File: config.mk
export PLATFORM = sky130hd
export DESIGN_NAME = dsp_alu_seq_flat
export DESIGN_NICKNAME = d
export VERILOG_FILES = /design/src/rtl/dsp_alu_pkg.sv /design/src/rtl/dsp_alu_if.sv /design/src/rtl/dsp_alu_seq.sv /design/src/flat_wrapper.sv
export SDC_FILE = /design/constraint.sdc
export NUM_CORES = 1
export LEC_CHECK = 0
export ABC_AREA = 0
export ABC_CLOCK_PERIOD_IN_PS = 3200
export CORE_AREA = 3 3 121 123
export DETAILED_ROUTE_END_ITERATION = 6
export DIE_AREA = 0 0 124 126
export GPL_TIMING_DRIVEN = 1
export PLACE_DENSITY = 0.7
export SYNTH_ARGS = -nofsm -noshare
export SYNTH_HDL_FRONTEND = slang
export SYNTH_SLANG_ARGS = --single-unit
File: constraint.sdc
create_clock -name clk -period 3.2 [get_ports clk]
set_input_delay 0.48 -clock clk [delete_from_list [all_inputs] [get_ports clk]]
set_output_delay 0.48 -clock clk [all_outputs]
set_load 0.02 [all_outputs]
File: src/rtl/dsp_alu_pkg.sv
// Shared types and function codes for the DSP ALU operand sequencer.
// The {M,S} codes match the 74181-style slice used in the datapath.
package dsp_alu_pkg;

   localparam int DSP_HALF_W = 16;
   localparam int DSP_W      = 2 * DSP_HALF_W;

   typedef enum logic [1:0] {
      S_IDLE = 2'd0,
      S_LO   = 2'd1,
      S_HI   = 2'd2,
      S_DONE = 2'd3
   } dsp_alu_state_e;

   // {M,S[3:0]} function selects
   localparam logic [4:0] OP_ADD   = 5'b0_1001;
   localparam logic [4:0] OP_SUB   = 5'b0_0110;
   localparam logic [4:0] OP_XOR   = 5'b1_0110;
   localparam logic [4:0] OP_AND   = 5'b1_1011;
   localparam logic [4:0] OP_OR    = 5'b1_1110;
   localparam logic [4:0] OP_PASSA = 5'b1_1111;
   localparam logic [4:0] OP_PASSB = 5'b1_1010;

   typedef struct packed {
      logic [4:0]       op;
      logic             dbl;
      logic             cil;
      logic [DSP_W-1:0] a;
      logic [DSP_W-1:0] b;
   } dsp_alu_cmd_t;

endpackage

File: src/rtl/dsp_alu_if.sv
// Command and result handshake bundle between the issue logic and the ALU sequencer.
// master = command producer / result consumer, slave = sequencer.
interface dsp_alu_if
   import dsp_alu_pkg::*;
#(
   parameter int HALF_W = DSP_HALF_W
);
   logic                cmd_valid;
   logic                cmd_ready;
   logic [4:0]          cmd_op;
   logic                cmd_dbl;
   logic                cmd_cil;
   logic [2*HALF_W-1:0] cmd_a;
   logic [2*HALF_W-1:0] cmd_b;

   logic                res_valid;
   logic                res_ready;
   logic [2*HALF_W-1:0] res_z;
   logic                res_co;
   logic                res_aeb;
   logic                res_zero;

   modport master (
      output cmd_valid, cmd_op, cmd_dbl, cmd_cil, cmd_a, cmd_b,
      input  cmd_ready,
      input  res_valid, res_z, res_co, res_aeb, res_zero,
      output res_ready
   );

   modport slave (
      input  cmd_valid, cmd_op, cmd_dbl, cmd_cil, cmd_a, cmd_b,
      output cmd_ready,
      output res_valid, res_z, res_co, res_aeb, res_zero,
      input  res_ready
   );
endinterface

File: src/rtl/dsp_alu_seq.sv
// Operand sequencer and result stage around a combinational 16-bit ALU slice.
// Double-width ops run as a low pass then a high pass with the carry chained through a register.
module dsp_alu_seq
   import dsp_alu_pkg::*;
#(
   parameter int HALF_W = 16,
   parameter bit DBL_EN = 1'b1
) (
   input  logic              clk,
   input  logic              reset,
   dsp_alu_if.slave          bus,
   output logic [HALF_W-1:0] alu_a,
   output logic [HALF_W-1:0] alu_b,
   output logic [3:0]        alu_s,
   output logic              alu_m,
   output logic              alu_cil,
   input  logic [HALF_W-1:0] alu_z,
   input  logic              alu_co,
   input  logic              alu_aeb
);

   localparam logic [1:0] ST_IDLE = S_IDLE;
   localparam logic [1:0] ST_LO   = S_LO;
   localparam logic [1:0] ST_HI   = S_HI;
   localparam logic [1:0] ST_DONE = S_DONE;

   logic [1:0]          state_reg, state_next;
   dsp_alu_cmd_t        cmd_reg;
   logic                hi_sel_reg;
   logic                co_lo_reg;
   logic                aeb_lo_reg;
   logic [HALF_W-1:0]   z_lo_reg;
   logic [2*HALF_W-1:0] res_z_reg;
   logic                res_co_reg;
   logic                res_aeb_reg;
   logic                res_zero_reg;
   logic                accept;
   logic                dbl_in;

   assign bus.cmd_ready = (state_reg == ST_IDLE) |
                          ((state_reg == ST_DONE) & bus.res_ready);
   assign accept        = bus.cmd_valid & bus.cmd_ready;
   assign dbl_in        = bus.cmd_dbl & DBL_EN;

   // ALU drive comes straight from the latched command, so it holds in IDLE/DONE
   assign alu_a   = hi_sel_reg ? cmd_reg.a[2*HALF_W-1:HALF_W] : cmd_reg.a[HALF_W-1:0];
   assign alu_b   = hi_sel_reg ? cmd_reg.b[2*HALF_W-1:HALF_W] : cmd_reg.b[HALF_W-1:0];
   assign alu_s   = cmd_reg.op[3:0];
   assign alu_m   = cmd_reg.op[4];
   assign alu_cil = hi_sel_reg ? co_lo_reg : cmd_reg.cil;

   assign bus.res_valid = (state_reg == ST_DONE);
   assign bus.res_z     = res_z_reg;
   assign bus.res_co    = res_co_reg;
   assign bus.res_aeb   = res_aeb_reg;
   assign bus.res_zero  = res_zero_reg;

   always_comb begin
      state_next = state_reg;
      case (state_reg)
         ST_IDLE: if (accept) state_next = ST_LO;
         ST_LO:   state_next = cmd_reg.dbl ? ST_HI : ST_DONE;
         ST_HI:   state_next = ST_DONE;
         ST_DONE: if (bus.res_ready) state_next = accept ? ST_LO : ST_IDLE;
         default: state_next = ST_IDLE;
      endcase
   end

   always_ff @(posedge clk) begin
      if (reset) begin
         state_reg    <= ST_IDLE;
         cmd_reg      <= '{op: '0, dbl: 1'b0, cil: 1'b1, a: '0, b: '0};
         hi_sel_reg   <= 1'b0;
         co_lo_reg    <= 1'b1;
         aeb_lo_reg   <= 1'b0;
         z_lo_reg     <= '0;
         res_z_reg    <= '0;
         res_co_reg   <= 1'b1;
         res_aeb_reg  <= 1'b0;
         res_zero_reg <= 1'b0;
      end else begin
         state_reg <= state_next;

         if (accept) begin
            cmd_reg    <= '{op: bus.cmd_op, dbl: dbl_in, cil: bus.cmd_cil,
                            a: bus.cmd_a, b: bus.cmd_b};
            hi_sel_reg <= 1'b0;
         end

         if (state_reg == ST_LO) begin
            if (cmd_reg.dbl) begin
               // Low pass carry-out becomes the high pass carry-in, also in logic mode
               z_lo_reg   <= alu_z;
               co_lo_reg  <= alu_co;
               aeb_lo_reg <= alu_aeb;
               hi_sel_reg <= 1'b1;
            end else begin
               res_z_reg    <= {{HALF_W{1'b0}}, alu_z};
               res_co_reg   <= alu_co;
               res_aeb_reg  <= alu_aeb;
               res_zero_reg <= ~|alu_z;
            end
         end

         if (state_reg == ST_HI) begin
            res_z_reg    <= {alu_z, z_lo_reg};
            res_co_reg   <= alu_co;
            res_aeb_reg  <= aeb_lo_reg & alu_aeb;
            res_zero_reg <= ~|{alu_z, z_lo_reg};
         end
      end
   end

endmodule

File: src/flat_wrapper.sv
// flat-port wrapper written by rule: the top's interface ports become plain ports
module dsp_alu_seq_flat import dsp_alu_pkg::*;
#(
   parameter int HALF_W = 16,
   parameter bit DBL_EN = 1'b1
)
  (clk, reset, alu_a, alu_b, alu_s, alu_m, alu_cil, alu_z, alu_co, alu_aeb, bus_cmd_valid, bus_cmd_op, bus_cmd_dbl, bus_cmd_cil, bus_cmd_a, bus_cmd_b, bus_cmd_ready, bus_res_valid, bus_res_z, bus_res_co, bus_res_aeb, bus_res_zero, bus_res_ready);
  dsp_alu_if #(.HALF_W(HALF_W)) bus_i ();
  input  logic clk;
  input  logic reset;
  output logic [HALF_W-1:0] alu_a;
  output logic [HALF_W-1:0] alu_b;
  output logic [3:0] alu_s;
  output logic alu_m;
  output logic alu_cil;
  input  logic [HALF_W-1:0] alu_z;
  input  logic alu_co;
  input  logic alu_aeb;
  input wire logic [$bits(bus_i.cmd_valid)-1:0] bus_cmd_valid;
  input wire logic [$bits(bus_i.cmd_op)-1:0] bus_cmd_op;
  input wire logic [$bits(bus_i.cmd_dbl)-1:0] bus_cmd_dbl;
  input wire logic [$bits(bus_i.cmd_cil)-1:0] bus_cmd_cil;
  input wire logic [$bits(bus_i.cmd_a)-1:0] bus_cmd_a;
  input wire logic [$bits(bus_i.cmd_b)-1:0] bus_cmd_b;
  output wire logic [$bits(bus_i.cmd_ready)-1:0] bus_cmd_ready;
  output wire logic [$bits(bus_i.res_valid)-1:0] bus_res_valid;
  output wire logic [$bits(bus_i.res_z)-1:0] bus_res_z;
  output wire logic [$bits(bus_i.res_co)-1:0] bus_res_co;
  output wire logic [$bits(bus_i.res_aeb)-1:0] bus_res_aeb;
  output wire logic [$bits(bus_i.res_zero)-1:0] bus_res_zero;
  input wire logic [$bits(bus_i.res_ready)-1:0] bus_res_ready;
  assign bus_i.cmd_valid = bus_cmd_valid;
  assign bus_i.cmd_op = bus_cmd_op;
  assign bus_i.cmd_dbl = bus_cmd_dbl;
  assign bus_i.cmd_cil = bus_cmd_cil;
  assign bus_i.cmd_a = bus_cmd_a;
  assign bus_i.cmd_b = bus_cmd_b;
  assign bus_cmd_ready = bus_i.cmd_ready;
  assign bus_res_valid = bus_i.res_valid;
  assign bus_res_z = bus_i.res_z;
  assign bus_res_co = bus_i.res_co;
  assign bus_res_aeb = bus_i.res_aeb;
  assign bus_res_zero = bus_i.res_zero;
  assign bus_i.res_ready = bus_res_ready;
  dsp_alu_seq #(.HALF_W(HALF_W), .DBL_EN(DBL_EN)) u_core (.clk(clk), .reset(reset), .bus(bus_i), .alu_a(alu_a), .alu_b(alu_b), .alu_s(alu_s), .alu_m(alu_m), .alu_cil(alu_cil), .alu_z(alu_z), .alu_co(alu_co), .alu_aeb(alu_aeb));
endmodule
# --- Yosys cells after proc, flatten, opt, wreduce, memory -nomap -nowiden ---
# Cells that the tools add are included.
word_totals:
  latchBits: 0
  memories: 0
  ramBits: 0
  regBits: 127
  rom_bits: 0
classes:
  n_reduce_logical: 9
  n_shift: 0
  mux: 23
  n_div: 0
  n_eq_ne: 6
  n_lt_le_gt_ge: 0
  n_mul: 0
  add_sub_neg: 0
  bitwise_logic: 4
ops:
  columns: ["cell", "count"]
  rows:
  - ["$mux 32", 3]
  - ["$mux 16", 2]
  - ["$reduce_or 32->1", 1]
  - ["$reduce_or 16->1", 1]
  - ["$mux 1", 15]
  - ["$pmux 2 s4", 1]
  - ["$reduce_and 2->1", 3]
  - ["$eq 2x2->1 const B", 2]
  - ["$mux 2", 2]
  - ["$ne 2x1->1 const B", 2]
  - ["$and 1x1->1", 3]
  - ["$eq 2x1->1 const B", 1]
  - ["$logic_not 1->1", 2]
  - ["$logic_not 2->1", 1]
  - ["$ne 2x2->1 const B", 1]
  - ["$reduce_bool 2->1", 1]
  - ["$or 1x1->1", 1]

# --- Depth between registers and ports, before layout ---
logic_depth:
  depth_word: 7
  mapped_depth: 8
  mapped_depth_nobuf: 6

# --- Worst setup path after synthesis ---
# No wires, ideal clock.
synth_timing:
  kind: "register -> output"
  start: "register u_core.state_reg[0]"
  end: "output port bus_cmd_ready"
  arrival_time_ns: 1.260
  slack_ns: 1.460
  path_stages_with_launch: 5
  path_buffers: 1
  path_cell_list: "dfxtp_1 -> ha_1 -> a21oi_2 -> inv_2 -> buf_2"
synth_between:
  elab_chain_cells: 3
  elab_cells_between_ends: 4
  cone_classes: "eq/ne: 1; bitwise: 2; reduce/logical: 1"
synth_rtl:
  columns: ["element", "line", "rtl"]
  rows:
  - ["start: declaration", "dsp_alu_seq.sv:27", "logic [1:0] state_reg, state_next;"]
  - ["start signal: assignment", "dsp_alu_seq.sv:82", "state_reg <= state_next;"]
  - ["$eq 2x2->1", null, null]
  - ["net bus_res_valid", "flat_wrapper.sv:26", "output wire logic [$bits(bus_i.res_valid)-1:0] bus_res_valid;"]
  - ["$and 1x1->1", "dsp_alu_seq.sv:41", "((state_reg == ST_DONE) & bus.res_ready);"]
  - ["$or 1x1->1", "dsp_alu_seq.sv:40", "assign bus.cmd_ready = (state_reg == ST_IDLE) |"]
  - ["end: declaration", "flat_wrapper.sv:25", "output wire logic [$bits(bus_i.cmd_ready)-1:0] bus_cmd_ready;"]
# The timed path passes the listed nets, and every way through them passes these cells.

# --- Final worst setup path ---
layout_timing:
  start: "register u_core.hi_sel_reg"
  end: "output port alu_a[0]"
layout_between:
  elab_chain_cells: 1
layout_rtl:
  columns: ["element", "line", "rtl"]
  rows:
  - ["start: declaration", "dsp_alu_seq.sv:29", "logic hi_sel_reg;"]
  - ["start signal: assignment", "dsp_alu_seq.sv:73", "hi_sel_reg <= 1'b0;"]
  - ["start signal: assignment", "dsp_alu_seq.sv:87", "hi_sel_reg <= 1'b0;"]
  - ["start signal: assignment", "dsp_alu_seq.sv:96", "hi_sel_reg <= 1'b1;"]
  - ["$mux 16", "dsp_alu_seq.sv:46", "assign alu_a = hi_sel_reg ? cmd_reg.a[2*HALF_W-1:HALF_W] : cmd_reg.a[HALF_W-1:0];"]
  - ["end: declaration", "flat_wrapper.sv:11", "output logic [HALF_W-1:0] alu_a;"]
# Every way passes these cells.

==> metrics.cfg <==
[status]
status=completed

[floorplanning]
dieWidth_microns=124
die_h_microns=126
fp.dieArea_sq_mm=0.0156
start_util_pct=39.7
core_area_sq_mm=0.0138
rows=43
io_pins=168

[sta]
setup_tns_ns=0
finalSetupViolations=0
period_needed_ns=2.58
finalCritPeriodShare_pct=80.7
clock_skew_ns=0.00599
timing.hold.ws_ns=0.468
drv_slew=0
max_freq_mhz=387
rsz0062_at_grt=no
finalHoldViolCount=0
tightest_slew_ns=1.00
setup_ws_ns=0.617
slew_headroom_pct=32.7

[synth]
synth.mux.area_fraction_pct=9.72
synth_xor_area_share_pct=0
synth_compound_area_share_pct=23.1
synth-seq-cells=127
syn_inst=641
syn_area_per_cell_sq_um=8.54
yosys.area_share.adder_pct=1.14
synth_ff_type=dfxtp_1
syn_area_sq_mm=0.00547
yosys_warnings=0
syn_nets=739
synth_edf_count=0
synth_cell_types=38
synth_seq_area_share_pct=46.5
synth_top_family_by_area=compound AO/OA/AOI/OAI gates
synth_simple_gate_area_share_pct=13.1
async_flop_share_pct=0

[clock_network]
cts_hold_repair.buffers=0
clk_pin_slew_worst_paths_ns=0.06
cts_sinks=127
clk_latency_ns=0.41
cts_setup_buffers=0
cts-root-buf=clkbuf_16
cts_tree=built
ctsLongestPathBuffers=2
cts_inserted_buffers=17
htreeDepth=4
cts_resized=0

[critical_path]
crit_path_top_delay_cell=clkdlybuf4s50_1
critPathLaunch=u_core.hi_sel_reg$_SDFF_PP0_
cp.arrival_ns=2.10
cp_max_fo=34
slowest_delay_ns=0.56
cp.required_ns=2.72
r2r_start=u_core.state_reg[0]$_SDFFE_PP0P_
worstSetupPathType=flip-flop to output pin
cp_cell_sequence=buf_4 -> mux2_2 -> clkdlybuf4s50_1
end_kind=output pin
critPathLaunchType=flip-flop

[worst_hold_path]
hold_class=flip-flop to flip-flop
hp-start=u_core.co_lo_reg$_SDFFE_PP1P_

[final_layout]
n_antenna_cell=0
largest_register_ffs=66
final_cells=964
fillers=1273
mostFrequentLayoutCell=clkdlybuf4s50_1
layout_common_cells=clkdlybuf4s50_1 (165), dfxtp_1 (127), a21oi_1 (122)
syn_to_final_growth_pct=42.5
nNetsFinal=869
drive_gt1_share_pct=10.5

[global_route]
grt_overflow=0
groute.usage.overall_pct=20.8
first_global_vias=5027
antenna_found_initial=0
grt_pass1_wl_mm=25.9
grt_max_degree=74

[route]
via_per_inst=5.52
antenna_left=0
vias=5319
wl_mm=16.5
drc_errors=0
drtIter0Drc=496
dr.pass1.iters=6
avgRoutedWirePerCell_microns=17.2

[pwr]
power.internal_mw=4.40
power_frac_seq_pct=30.3
p_switching_mw=2.42
switching_share_pct=35.5
vdd_drop_max_mv=0.507
clkPwrFrac_pct=32.2
finalPower_mw=6.82
p_comb_share_pct=37.6
p_leak_nw=2.70
power_density_mw_per_mm2=876

[place]
place_congestion=0.824
place_ws_ns=0.810
dp_cells=932
dp.final_hpwl_mm=10.7
portBuffers=167

[flow_run]
maxCapViolations=0

through the flow:
| stage | cell area (sq um) | utilization (%) |
|---|---|---|
| 6_report | 7790 | 56.6 |
| 5_1_grt | 7790 | 56.6 |
| 4_1_cts | 7790 | 56.6 |
| 3_5_place_dp | 7120 | 51.7 |
| 3_3_place_gp | 7120 | 51.7 |
| 2_1_floorplan | 5470 | - |
power groups by stage:
| stage | Combinational, mW | Sequential [mW] | Clock [mW] |
|---|---|---|---|
| 2_1_floorplan | 1.60 | 2.17 | 0 |
| 3_3_place_gp | 2.49 | 2.08 | 0 |
| 3_5_place_dp | 2.55 | 2.09 | 0 |
| 4_1_cts | 2.56 | 2.06 | 2.22 |
| 5_1_grt | 2.78 | 2.10 | 2.30 |
| 6_report | 2.57 | 2.06 | 2.19 |
final timing paths:
kind,endpoint,slack (ns),cells past startpoint
worst min register to register,u_core.co_lo_reg$_SDFFE_PP1P_,0.47,2
worst min-delay path,u_core.co_lo_reg$_SDFFE_PP1P_,0.47,2
worst max-delay path,alu_a[0],0.62,3
worst max register to register,u_core.bus.res_z[21]$_SDFFE_PP0P_,0.88,6
cell usage after synthesis, drive strengths merged, types with 7 or more instances:
cell	n	share of area, %
a211oi	17	2.4
a21oi	123	11
buf	27	3.2
clkbuf	40	2.7
dfxtp	127	46
inv	7	0.48
mux2	33	6.8
mux2i	16	2.9
nand2	53	3.6
nand3	73	6.8
nor4	7	0.80
o21ai	91	8.3
cells by family after synthesis:
kind of cell | count (synthesis)
compound gates | 238
simple gates | 148
flops | 127
buf+inv | 74
mux | 49
fa+ha+maj | 5
critical path, delay by kind of cell (launching register included):
family,cells,cell delay (ns)
muxes,1,0.39
DFF,1,0.31
buffers and inverters,2,0.97
per-layer routing:
metal | track usage [%] | up-vias | part of all wire (%)
met5 | 0 | - | 0
met4 | 8.63 | 0 | 2.6
met3 | 5.07 | 38 | 7.1
met2 | 31.9 | 213 | 47
met1 | 27.9 | 2520 | 44
li1 | - | 2548 | -
cell type report:
class,count,area [sq um],share of cell area (%)
Inverter,7,26.3,0.337
Timing Repair Buffer,178,1750,22.4
Clock buffer,21,460,5.91
Multi-Input combinational cell,440,2580,33.1
Tap cell,180,225,2.89
Clock inverter,11,210,2.70
Sequential cell,127,2540,32.6
No activity file was read; power rests on OpenSTA's default activity.
==> variant 1 (same settings) <==
`DBL_EN` is set to 1'b1 in 2 places; all go to 1'b0.
--- a/src/rtl/dsp_alu_seq.sv
+++ b/src/rtl/dsp_alu_seq.sv
@@ -4,7 +4,7 @@
    import dsp_alu_pkg::*;
 #(
    parameter int HALF_W = 16,
-   parameter bit DBL_EN = 1'b1
+   parameter bit DBL_EN = 1'b0
 ) (
    input  logic              clk,
    input  logic              reset,
--- a/src/flat_wrapper.sv
+++ b/src/flat_wrapper.sv
@@ -2,7 +2,7 @@
 module dsp_alu_seq_flat import dsp_alu_pkg::*;
 #(
    parameter int HALF_W = 16,
-   parameter bit DBL_EN = 1'b1
+   parameter bit DBL_EN = 1'b0
 )
   (clk, reset, alu_a, alu_b, alu_s, alu_m, alu_cil, alu_z, alu_co, alu_aeb, bus_cmd_valid, bus_cmd_op, bus_cmd_dbl, bus_cmd_cil, bus_cmd_a, bus_cmd_b, bus_cmd_ready, bus_res_valid, bus_res_z, bus_res_co, bus_res_aeb, bus_res_zero, bus_res_ready);
   dsp_alu_if #(.HALF_W(HALF_W)) bus_i ();
Behaviour: not the same (Yosys sat finds a counterexample within 4 cycles, from zero or initial values and one cycle with reset high).
==> variant 1 against the unedited design <==
- final cell count decreased by 32%
- register-to-register slack improved by 240 ps
- setup slack improved by 290 ps
- sequential cell count decreased by 52
- first-iteration DRC count decreased by 71%
- via count decreased by 45%
- clock power decreased by 57%
- clock skew increased by 2.3 ps
- wire length decreased by 44%
- synthesized cell count decreased by 45%
- synthesized area decreased by 42%
- count of clock-buffer cells in the layout decreased by 10
- total power decreased by 42%
- design area decreased by 38%
==> variant 1: results (changes against the unedited design) <==
Cells and area
The count of inserted antenna diode cells is 0 (unchanged). The final layout net count is 568 (-35%). The flip-flop count of the largest register, all copies and words added came to 33 (-50%). The fraction of final layout cells with drive strength greater than 1 is 13.24% (+2.8 points). The filler-free cell count of the finished design is 656 (-32%).

Placed design
The half-perimeter wire length of the detailed placement result is 6368 µm (-41%). The final weighted congestion in routability-driven placement is 0.7180 (-13%). The area after detailed placement is 4536 µm² (-36%). The number of port buffers is 134 (-20%). The cell count after placement is 640 (-31%).

Power and ir drop
The static leakage is 1.670 nW (-38%). The maximum resistive drop on vdd came to 0.0002946 V (-42%).

Worst setup path
The startpoint identified for the worst register-to-register timing path is u_core.state_reg[0]. The highest net fanout along the worst path is 3 (-91%). The critical path startpoint is bus_res_ready. The length in cells of the worst reg-to-reg path is 6 (unchanged). The worst-case register-to-register setup slack was 1120 ps (+240 ps). The data arrival at the endpoint of the critical path was 1820 ps (-280 ps). The longest individual stage delay on the worst path is 640 ps (+80 ps). The most critical setup path has its endpoint at bus_cmd_ready.

The cell type of the slowest stage on the worst timing path is sky130_fd_sc_hd__clkdlybuf4s50_1. The critical register-to-register path endpoint is u_core.bus.res_z[29].

Clock tree
The total clock buffers created by CTS was 9 (-8). The buffer depth of the longest clock path is 2 (unchanged). The clock-pin slew reported for the worst setup and hold paths after clock tree synthesis is 60 ps (about the same).

The clock latency reported for the late side of the worst-skew pair is 330 ps (-80 ps). The number of gates given a new drive strength after cts is 0 (unchanged). The maximum level of the CTS H-tree is 3 (-1).

The setup fix buffers added after clock tree synthesis is 0 (unchanged). The cell at the root of the clock tree is sky130_fd_sc_hd__clkbuf_16.

Timing
The slew at the pin with the worst max-slew slack is 831.1 ps (-172.8 ps). The worst-case clock skew came to 8.336 ps (+2.347 ps).

GRT
The global routing usage summed across all routing layers is 11.96% (-8.8 points). The via count of the first global-routing pass is 2996 (-40%). The first-pass GRT wire length was 14780 µm (-43%). The number of antenna violations at the first check in global routing is 0 (unchanged). The largest net degree at the start of global routing is 42 (-43%).

Detailed routing
The starting DRC count in detailed routing is 144 (-71%). The sum of met2 wire segment lengths after detailed routing came to 4242 µm (-45%). The routed length on met1 is 3895 µm (-46%).

The total number of vias was 2932 (-45%). The total wirelength of the detailed-routed design is 9240 µm (-44%). The number of detailed-route iterations in the first pass is 4 (-2). The routed length on met3 is 991 µm (-16%).

Yosys
The count of different cell masters after synthesis is 27 (-29%). The cell count after synthesis is 352 (-45%). The number of warnings printed during yosys synthesis is 0 (unchanged). The net count after synthesis was 449 (-39%). By area the synthesized netlist is led by sky130_fd_sc_hd__dfxtp_1 48%, sky130_fd_sc_hd__a21oi_1 8.4%, sky130_fd_sc_hd__nor2b_1 6.9%.

The portion of the post-synthesis area used by sequential elements is 47.51% (+1.0 points). After synthesis, the most frequently instantiated cells are 75 x sky130_fd_sc_hd__dfxtp_1, 53 x sky130_fd_sc_hd__a21oi_1, 40 x sky130_fd_sc_hd__nand3_1.

Outcome
The flow ran to the end, and the final reports show no timing, DRC or antenna violations.

Min path
The tightest min-delay check is of the flip-flop to flip-flop type.
[variant 1: worst min path at each step]
stage | end | depth (start not counted) | startpoint | slack, ps
finish | u_core.bus.res_zero | 2 | u_core.bus.res_zero | 460
global route | u_core.cmd_reg[6] | 2 | u_core.cmd_reg[6] | 490
CTS | u_core.bus.res_zero | 2 | u_core.bus.res_zero | 460
detailed placement | u_core.bus.res_zero | 2 | u_core.bus.res_zero | 450
global placement | u_core.bus.res_zero | 2 | u_core.bus.res_zero | 450
floorplan | u_core.state_reg[0] | 2 | u_core.state_reg[0] | 510
[variant 1: final cells by class]
type / instances / area [µm²]
fill: 1446 / 8957
sequential: 75 / 1501
multi-input combinational: 240 / 1409
timing repair buffer: 140 / 1381
clock buffer: 11 / 242.7
tap: 180 / 225.2
clock inverter: 5 / 37.54
inverter: 5 / 18.77
[variant 1: critical path: cells and delay by family]
kind,cells,cell delay (ps)
buf+inv,3,1260
compound gates,1,80
[variant 1: cells by family after synthesis]
family / synth area share, %
flip-flops: 47.51
adder cells (fa/ha/maj): 1.584
AND/OR/NAND/NOR: 19.44
buffers and inverters: 8.155
AO/OA/AOI/OAI: 23.32
[variant 1: power by group]
group / switching [W] / leakage [nW] / total, W / internal [W]
Sequential: 0.000123 / 0.613 / 0.00128 / 0.00116
Clock: 0.000393 / 0.132 / 0.000941 / 0.000549
Combinational: 0.00100 / 0.925 / 0.00172 / 0.000717
Total: 0.00152 / 1.67 / 0.00394 / 0.00243
[variant 1: through the flow]
| step | total power [W] | setup slack, ps | utilization (%) | hold WS, ps |
|---|---|---|---|---|
| after floorplan | 0.002452 | 1646 | - | 508.1 |
| after global placement | 0.002994 | 867.5 | 32.93 | 446.1 |
| after detailed placement | 0.003033 | 875.1 | 32.93 | 446.2 |
| after CTS | 0.004003 | 869.5 | 34.97 | 459.9 |
| after global routing | 0.004203 | 840.7 | 34.97 | 486.3 |
| final | 0.003943 | 901.8 | 34.97 | 455.9 |
[variant 1: routing by layer]
layer | track usage, % | vias to the layer above
li1 | - | 1446
met4 | 4.188 | 0
met2 | 19.12 | 115
met3 | 5.793 | 10
met5 | 0 | -
met1 | 13.88 | 1361
==> variant 2 (same settings) <==
Without the edit above. Reset style: asynchronous (`reset`), changed in one clocked block.
--- a/src/rtl/dsp_alu_seq.sv
+++ b/src/rtl/dsp_alu_seq.sv
@@ -66,7 +66,7 @@
       endcase
    end
 
-   always_ff @(posedge clk) begin
+   always_ff @(posedge clk or posedge reset) begin
       if (reset) begin
          state_reg    <= ST_IDLE;
          cmd_reg      <= '{op: '0, dbl: 1'b0, cil: 1'b1, a: '0, b: '0};
Function: differs if reset is asserted again (counterexample within 4 cycles, from zero or initial values and one cycle with reset high); with reset held inactive, the same outputs for 10 cycles.
==> variant 2 against the unedited design <==
- sequential cell count unchanged
- synthesized cell count is 41% lower
- design area up 0.79%
- critical path type unchanged
- setup slack worse by 130 ps
- count of clock-buffer cells in the layout unchanged
- register-to-register slack improved by 130 ps
- critical path depth is the same
- wire length decreased by 24%
- highest routed layer unchanged
- synthesized area up 0.39%
- total power up 32%
==> variant 2: results (changes against the unedited design) <==
Outcome
The run finished with clean final reports.

Detailed routing
The starting DRC count in detailed routing is 163 (-67%). The number of detailed-route iterations in the first pass is 4 (-2). The via count normalized by instance count is 5.031 (-8.8%). The average wire length per cell after detail routing came to 17.19 µm (+0.14%). The total number of vias came to 3698 (-30%).

The routed length on met1 was 5498 µm (-24%).

Power and ir drop
The maximum resistive drop on vdd came to 0.0004937 V (-2.6%). The static leakage was 3.272 nW (+21%).

Yosys
The share of flip-flops with an asynchronous set or reset is 100.0% (+100 points). The post-synthesis average cell area is 14.45 µm² (+69%). The area fraction in compound gates after synthesis is 6.765% (-16 points). The synthesized-area fraction occupied by adder cells is 1.139% (-0.0044 points). Sorting the synthesized cells by area gives the leading types as sky130_fd_sc_hd__dfrtp_1 56%, sky130_fd_sc_hd__mux2_1 24%, sky130_fd_sc_hd__mux2i_1 3.3%. The net count after synthesis came to 478 (-35%).

The cell with the most instances after synthesis is sky130_fd_sc_hd__dfrtp_1. The proportion of synthesized area in mux cells is 28.50% (+19 points). In the synthesized netlist, the cells that appear most often are 124 x sky130_fd_sc_hd__dfrtp_1, 117 x sky130_fd_sc_hd__mux2_1, 18 x sky130_fd_sc_hd__mux2i_1, 18 x sky130_fd_sc_hd__o21ai_0, 18 x sky130_fd_sc_hd__o21ai_1.

Placed design
The final weighted congestion in routability-driven placement is 0.7251 (-12%). The area after detailed placement is 7274 µm² (+2.1%). The pre-CTS setup slack is 779.3 ps (-31.18 ps). The half-perimeter wire length of the detailed placement result is 8646 µm (-20%). The cell count after placement came to 705 (-24%).

Worst setup path
The worst-case register-to-register setup slack is 1010 ps (+130 ps). The startpoint identified for the worst register-to-register timing path is u_core.state_reg[0]. The highest net fanout along the worst path is 26 (-24%). The longest individual stage delay on the worst path came to 610 ps (+50 ps). The data arrival at the endpoint of the critical path is 2230 ps (+130 ps). In this run the critical register-to-register path is captured at u_core.cmd_reg[25].

Cells and area
The number of signal-net buffers in the layout is 172 (-3.4%). The final layout net count is 642 (-26%). The number of fill cells in the layout was 1139 (-11%). The non-clock inverter count in the final layout is 6 (-1). The clock buffer and inverter area fraction after layout was 7.406% (-1.2 points).

The non-clock buffering overhead in the final layout was 22.07% (-0.33 points).

Min path
The end of the worst hold path is u_core.cmd_reg[9]. The start point of the worst min-delay path is u_core.cmd_reg[9].

GRT
The largest net degree at the start of global routing came to 128 (+73%). The routing usage on met3 is 6.825% (+1.8 points). The met2 track demand over resource in global routing is 25.87% (-6.0 points).

The global routing usage summed across all routing layers was 16.31% (-4.5 points).

Timing
The worst-case clock skew is 10.71 ps (+4.722 ps). The worst-case headroom to the max-slew limit is 29.80% (-2.9 points).
[variant 2: cell count changes after synthesis, sizes merged, moves of 51 or more]
cell   change
dfxtp    -127
dfrtp    +124
a21oi    -122
mux2      +90
nand3     -73
o21ai     -55
nand2     -51
[variant 2: report_power, final]
group	leakage, nW	internal (W)	switching, W	total [W]
Clock	0.269	0.00120	0.000681	0.00188
Combinational	1.48	0.00211	0.00209	0.00420
Sequential	1.53	0.00245	0.000449	0.00290
Total	3.27	0.00577	0.00322	0.00898
[variant 2: how the worst max path moves through the flow]
stage | startpoint | end | slack, ps
2_1_floorplan | reset | u_core.aeb_lo_reg | 1160
3_3_place_gp | bus_res_ready | u_core.alu_m | 860
3_5_place_dp | bus_res_ready | u_core.cmd_reg[25] | 780
4_1_cts | u_core.hi_sel_reg | alu_b[0] | 450
5_1_grt | u_core.hi_sel_reg | alu_b[0] | 410
6_report | u_core.hi_sel_reg | alu_b[0] | 490
